--- config.mk ---
export PLATFORM = sky130hd
export DESIGN_NAME = arbitro_entrada_salida
export DESIGN_NICKNAME = d
export VERILOG_FILES = /design/src/rtl/arbitro_entrada_salida.sv
export SDC_FILE = /design/constraint.sdc
export NUM_CORES = 1
export LEC_CHECK = 0
export CAP_MARGIN = 20
export CORE_ASPECT_RATIO = 1.75
export CORE_UTILIZATION = 43
export CTS_CLUSTER_SIZE = 40
export DETAILED_ROUTE_END_ITERATION = 6
export GPL_TIMING_DRIVEN = 0
export PLACE_DENSITY = 0.85
export SYNTH_ARGS = -nofsm -noshare
export SYNTH_HDL_FRONTEND = slang
export SYNTH_SLANG_ARGS = --single-unit
--- constraint.sdc ---
create_clock -name clk -period 3.25 [get_ports clk]
set_input_delay 0.65 -clock clk [delete_from_list [all_inputs] [get_ports clk]]
set_output_delay 0.65 -clock clk [all_outputs]
set_load 0.05 [all_outputs]
--- src/rtl/arbitro_entrada_salida.sv ---
// arbitro_entrada_salida
// Two-requester round-robin arbiter and sequencer for the shared I/O port block.
// Requester 0 is the CPU datapath and requester 1 a secondary master. The winner's
// request is presented on the es_* port for one cycle. A read then waits one cycle
// for es_leido. The transaction completes with a one-cycle ack to the winner.
// Addresses at or above NUM_DISP never reach the port block. They are answered
// immediately with an error flag alongside the ack.
module arbitro_entrada_salida #(
  parameter int ANCHO_DATO = 8,
  parameter int ANCHO_DIR  = 7,
  parameter int NUM_DISP   = 5
) (
  input  logic                  clk,
  input  logic                  reset,
  // Requester 0 (CPU datapath)
  input  logic                  req0,
  input  logic                  escribir0,
  input  logic [ANCHO_DIR-1:0]  dir0,
  input  logic [ANCHO_DATO-1:0] dato0,
  output logic                  ack0,
  output logic [ANCHO_DATO-1:0] leido0,
  output logic                  error0,
  // Requester 1 (secondary master)
  input  logic                  req1,
  input  logic                  escribir1,
  input  logic [ANCHO_DIR-1:0]  dir1,
  input  logic [ANCHO_DATO-1:0] dato1,
  output logic                  ack1,
  output logic [ANCHO_DATO-1:0] leido1,
  output logic                  error1,
  // I/O port block
  output logic                  es_activar,
  output logic                  es_escribir,
  output logic [ANCHO_DIR-1:0]  es_dir,
  output logic [ANCHO_DATO-1:0] es_dato,
  input  logic [ANCHO_DATO-1:0] es_leido
);

  localparam logic [1:0] REPOSO    = 2'd0;
  localparam logic [1:0] ACCESO    = 2'd1;
  localparam logic [1:0] ESPERA    = 2'd2;
  localparam logic [1:0] RESPUESTA = 2'd3;

  localparam logic [ANCHO_DIR-1:0] DIR_LIMITE = ANCHO_DIR'(NUM_DISP);

  logic [1:0]            estado;
  logic                  puntero;      // requester favoured when both ask
  logic                  ganador;      // requester owning the current transaction
  logic                  op_escribir;  // latched operation of the current transaction

  logic                  gana1;
  logic                  sel_escribir;
  logic [ANCHO_DIR-1:0]  sel_dir;
  logic [ANCHO_DATO-1:0] sel_dato;
  logic                  sel_error;

  // Pick the winner among the active requests and select its request fields.
  // NOTE: every always_comb output is assigned on every path, so no latch is inferred.
  always_comb begin
    gana1        = req1 && (!req0 || puntero);
    sel_escribir = gana1 ? escribir1 : escribir0;
    sel_dir      = gana1 ? dir1      : dir0;
    sel_dato     = gana1 ? dato1     : dato0;
    sel_error    = (sel_dir >= DIR_LIMITE);
  end

  // Transaction sequencer. It drives the registered port, ack, error and read-data outputs.
  // NOTE: all state here is updated with non-blocking assignments, so each branch sees
  // the values from before the clock edge.
  always_ff @(posedge clk) begin
    if (reset) begin
      estado      <= REPOSO;
      puntero     <= 1'b0;
      ganador     <= 1'b0;
      op_escribir <= 1'b0;
      ack0        <= 1'b0;
      ack1        <= 1'b0;
      error0      <= 1'b0;
      error1      <= 1'b0;
      leido0      <= '0;
      leido1      <= '0;
      es_activar  <= 1'b0;
      es_escribir <= 1'b0;
      es_dir      <= '0;
      es_dato     <= '0;
    end else begin
      // Pulsed outputs default low, and the port fields are zero outside ACCESO.
      ack0        <= 1'b0;
      ack1        <= 1'b0;
      es_activar  <= 1'b0;
      es_escribir <= 1'b0;
      es_dir      <= '0;
      es_dato     <= '0;

      case (estado)
        REPOSO: begin
          if (req0 || req1) begin
            ganador     <= gana1;
            op_escribir <= sel_escribir;
            if (sel_error) begin
              // Unimplemented device: answer at once and skip the port block.
              estado <= RESPUESTA;
              ack0   <= !gana1;
              ack1   <= gana1;
              error0 <= !gana1;
              error1 <= gana1;
            end else begin
              estado      <= ACCESO;
              es_activar  <= 1'b1;
              es_escribir <= sel_escribir;
              es_dir      <= sel_dir;
              es_dato     <= sel_dato;
            end
          end
        end

        ACCESO: begin
          if (op_escribir) begin
            estado <= RESPUESTA;
            ack0   <= !ganador;
            ack1   <= ganador;
          end else begin
            estado <= ESPERA;
          end
        end

        ESPERA: begin
          // The device read data is valid in this cycle.
          estado <= RESPUESTA;
          ack0   <= !ganador;
          ack1   <= ganador;
          if (ganador) leido1 <= es_leido;
          else         leido0 <= es_leido;
        end

        RESPUESTA: begin
          estado  <= REPOSO;
          error0  <= 1'b0;
          error1  <= 1'b0;
          puntero <= !ganador;
        end

        default: estado <= REPOSO;
      endcase
    end
  end

endmodule

* Word level (Yosys, flattened, before mapping)
Cells that the tools add are included.
** Word-level totals
- Output and inout port bits :: 37
- Word-level logic and storage cells :: 59
- Input port bits :: 44
- Register bits after elaboration :: 42
** Operators by class
- Eq/ne operators :: 5
- Multiplexer cells :: 22
- Order comparisons :: 1
- Bitwise gates (word level) :: 3
- Reduce and logical (&&, ||, !) cells :: 14
** Operator list (number)
- 1-bit 2-to-1 mux :: 13
- 8-bit 2-to-1 mux :: 1
- 2-bit case mux with 4 select lines :: 1
- 7-bit by 3-bit greater-or-equal comparator with 1-bit output (second input constant) :: 1
- 7-bit 2-to-1 mux :: 1
- 1-bit case mux with 3 select lines :: 2
- 2-bit AND reduction :: 3
- 2-bit == test (second input constant) :: 2
- 2-bit 2-to-1 mux :: 2
- 2-bit != test (second input constant) :: 2
- 1-bit case mux with 2 select lines :: 2
- 4-bit OR reduction :: 1
- 1-bit logical NOT :: 3
- 1-bit NOT :: 3
- 3-bit AND reduction :: 1
- 3-bit OR reduction :: 1
- 2-bit by 1-bit == test with 1-bit output (second input constant) :: 1
- 2-bit logical NOT :: 1
- 1-bit logical OR :: 2
- 2-bit nonzero test :: 1
- 1-bit logical AND :: 1

* Logic depth before layout (Yosys ltp)
- Word-level depth :: 8
- Depth in mapped cells :: 7

* Least setup slack after synthesis
Ideal clock, no wire load.
- Path kind :: input to register
- Start :: input dir0[4]
- End :: register es_dato[1]
- Arrival :: 1673 ps
- Slack :: 1511 ps
- Required time :: 3184 ps
- Stages :: 5
- Setup time :: 66 ps
- Cells stage by stage :: nor4_2 -> o211ai_1 -> a211o_1 -> buf_6 -> a21oi_2
** Between the ends
- Cells in the longest elaborated chain, start to end :: 3
** RTL lines
- from (decl) :: RTL line 18 : input logic [ANCHO_DIR-1:0] dir0,
- 7-bit 2-to-1 mux :: RTL line 62 : sel_dir = gana1 ? dir1 : dir0;
- 7-bit by 3-bit greater-or-equal comparator with 1-bit output :: RTL line 64 : sel_error = (sel_dir >= DIR_LIMITE);
- 4-bit OR reduction (no line)
- to (signal assigned) :: RTL line 112 : es_dato <= sel_dato;
- to (decl) :: RTL line 35 : output logic [ANCHO_DATO-1:0] es_dato,
Every way passes these cells.
A chain may end at the register's enable or synchronous reset.

* Worst setup path in the final report
- Start :: register error0
- End :: output error0
** RTL lines
- from (decl) :: RTL line 22 : output logic error0,
- from (signal assigned) :: RTL line 105 : error0 <= !gana1;
No word-level cell between the ends.

==> out/results.ini <==
[sta]
setup_ws_ns = 1.14
grt_setup_unrepaired = false
final_max_slew_viol_count = 0
fin_crit_ns = 2.11
worst_pin_slew_ns = 0.520
period_share_pct = 65.0
fin_skew_ns = 0.00623
slew_headroom_pct = 65.2
setup_violations = 0
fmax_ghz = 0.473
hold_violations = 0
setup_tns_ns = 0
hold_ws_ns = 0.453

[clocking]
insertion_delay_ns = 0.30
cts_tree = built
hold_buffers = 0
ctsLongestPathBuffers = 2
cts_setup_buffers = 0
cts-root-buf = clkbuf_8
post_cts_resized = 0
clock_sinks = 42
cts_buffers = 5
clk_pin_slew_ns = 0.08
h-tree-depth = 2

[yosys]
postSynthAreaPerCell_um2 = 8.44
synth_top_cells_by_count = 51 x nand2_1, 42 x dfxtp_1, 24 x a21oi_1
synth_top_cells_by_area = dfxtp_1 51%, nand2_1 12%, a21oi_1 7.3%
synth_edf_count = 0
synth.most_common_cell = nand2_1
yosysTopAreaCellShare_pct = 51.3
netlist_instances = 194
ys_types = 28
synth_seq_area_share_pct = 51.3
syn_area_um2 = 1640
ys_async_sr_fraction_pct = 0
synth_warnings = 0
synth-main-ff-cell = dfxtp_1
yosys_register_bits = 42
synth_top_area_cell = dfxtp_1

[pwr]
switching_share_pct = 37.5
internal-power_uw = 1040
power_frac_comb_pct = 37.5
ir_drop_mv = 0.596
p_leak_uw = 0.000965
p_per_area_nw_per_um2 = 637
clkPwrFrac_pct = 25.2
net-switching-power_uw = 622
power_frac_seq_pct = 37.3

[setup_path]
cp.buffers_inverters = 1
worst_ep_required_time_ns = 2.60
critPathSlowestCell = clkdlybuf4s50_1
critPathCaptureType = primary output
crit_chain = clkdlybuf4s50_1
critPathKind = reg -> out
arrival_ns = 1.46
cpLargestDelayFamily = buffers and inverters
critPathMaxFanout = 2
slowest_delay_ns = 0.82
startpoint_type = flop
r2r_slack_ns = 1.54

[drt]
via_per_inst = 4.86
wl_per_cell_um = 12.8
vias = 1605
drc = 0
drt_iter0_markers = 41
routed_wirelength_mm = 4.24
dr.pass1.iters = 4
drtAntennaViolNets = 0

[final_layout]
seq_area_um2 = 841
multi_input_area_um2 = 744
fin_nets = 331
diodes = 0
fillers = 289
instances_no_fill = 330
syn_to_final_growth_pct = 59.4
drive_gt1_share_pct = 7.39

[global_route]
grt_pass1_vias = 1605
grt_use_total_pct = 21.6
grt_start_max_net_pins = 15
gr-total-overflow = 0
grt_antenna_before_repair = 0
grt_pass1_wl_mm = 6.80

[die]
pin_count = 81
die_x_um = 48.7
core_um2 = 3630
die_y_um = 83.6
fp-row-count = 29
initial_core_util_pct = 45.1
die-area_um2 = 4070

[place]
dpl.cell_count = 322
globalplace.congestion = 0.805
place_worst_setup_slack_ns = 0.919
dp_hpwl_mm = 3.11
portBuffers = 79

[job]
drv_cap = 0

[worst_hold_path]
hold_class = reg -> reg

[run_status]
status = finished, final reports clean

==> sequential cells by signal (all words and copies together) (netlist names) <==
name         cells
error1           1
es_activar       1
es_dir           7
leido1           8
op_escribir      1
es_escribir      1
es_dato          8
error0           1
ack0             1
ganador          1
puntero          1
ack1             1
leido0           8
estado           2
==> power by group through the flow <==
| stage | sequential [uW] | combinational [uW] | clock, uW |
|---|---|---|---|
| 2_1_floorplan | 777 | 258 | 0 |
| 3_3_place_gp | 629 | 600 | 0 |
| 3_5_place_dp | 631 | 610 | 0 |
| 4_1_cts | 619 | 622 | 422 |
| 5_1_grt | 627 | 661 | 448 |
| 6_report | 620 | 623 | 419 |
==> placed cells by master (no fill, tap or decap), types with 2 or more instances in the layout <==
master | Yosys | layout
nor3_1 | 2 | 2
clkdlybuf4s50_1 | 0 | 79
nor4_2 | 2 | 2
nor2_1 | 9 | 9
mux2i_1 | 2 | 2
a31oi_1 | 2 | 2
nand2b_1 | 2 | 2
nand3_1 | 8 | 8
dfxtp_1 | 42 | 42
ha_1 | 4 | 4
nand4_1 | 3 | 3
clkbuf_8 | 0 | 5
a21oi_1 | 24 | 24
conb_1 | 1 | 4
o21a_1 | 2 | 2
nor2b_1 | 2 | 2
clkbuf_1 | 9 | 9
a21oi_2 | 8 | 8
nand2_1 | 51 | 51
nand3b_1 | 2 | 2
o21ai_0 | 6 | 6
inv_1 | 5 | 5
==> per-stage QoR <==
step	area, um2	util (%)	power [uW]
6_report	2610	71.9	1660
5_1_grt	2610	71.9	1740
4_1_cts	2610	71.9	1660
3_5_place_dp	2500	68.8	1240
3_3_place_gp	2500	68.8	1230
2_1_floorplan	1650	-	1030
==> worst reg2reg max path: cells and delay by family (launching register included) <==
kind | cells | cell delay [ns]
buffers and inverters | 2 | 0.29
DFF | 1 | 0.41
AOI/OAI and AO/OA | 2 | 0.35
adders and majority gates | 1 | 0.28
and+or+nand+nor | 1 | 0.28
==> path summary, 6_finish.rpt <==
kind	from	to	depth (start not counted)
worst max-delay path	error0	error0	1
worst min register to register	leido0[2]	leido0[2]	2
worst max register to register	estado[0]	estado[1]	6
worst min-delay path	leido0[2]	leido0[2]	2
==> logic make-up after synthesis <==
| logic type | Yosys count | synth area share, % |
|---|---|---|
| AOI/OAI and AO/OA | 46 | 17.2 |
| other | 1 | 0.229 |
| muxes | 2 | 1.22 |
| DFF | 42 | 51.3 |
| and+or+nand+nor | 84 | 23.1 |
| adders and majority gates | 4 | 3.06 |
| buffers and inverters | 15 | 3.90 |
==> metal layers <==
metal	global-route usage (%)	share of wire, %	up-vias
li1	-	-	826
met1	20.8	38	711
met2	41.7	55	61
met3	5.10	4.5	7
met4	9.63	2.1	0
met5	0	0	-
==> area by class of cell <==
class | count | area share (%)
clock inverter | 3 | 1.68
sequential | 42 | 32.2
multi-input combinational | 140 | 28.5
clock buffer | 5 | 2.64
timing repair buffer | 79 | 30.3
tap | 46 | 2.21
buffer | 10 | 1.73
inverter | 5 | 0.719
No activity file was read; power rests on OpenSTA's default activity.
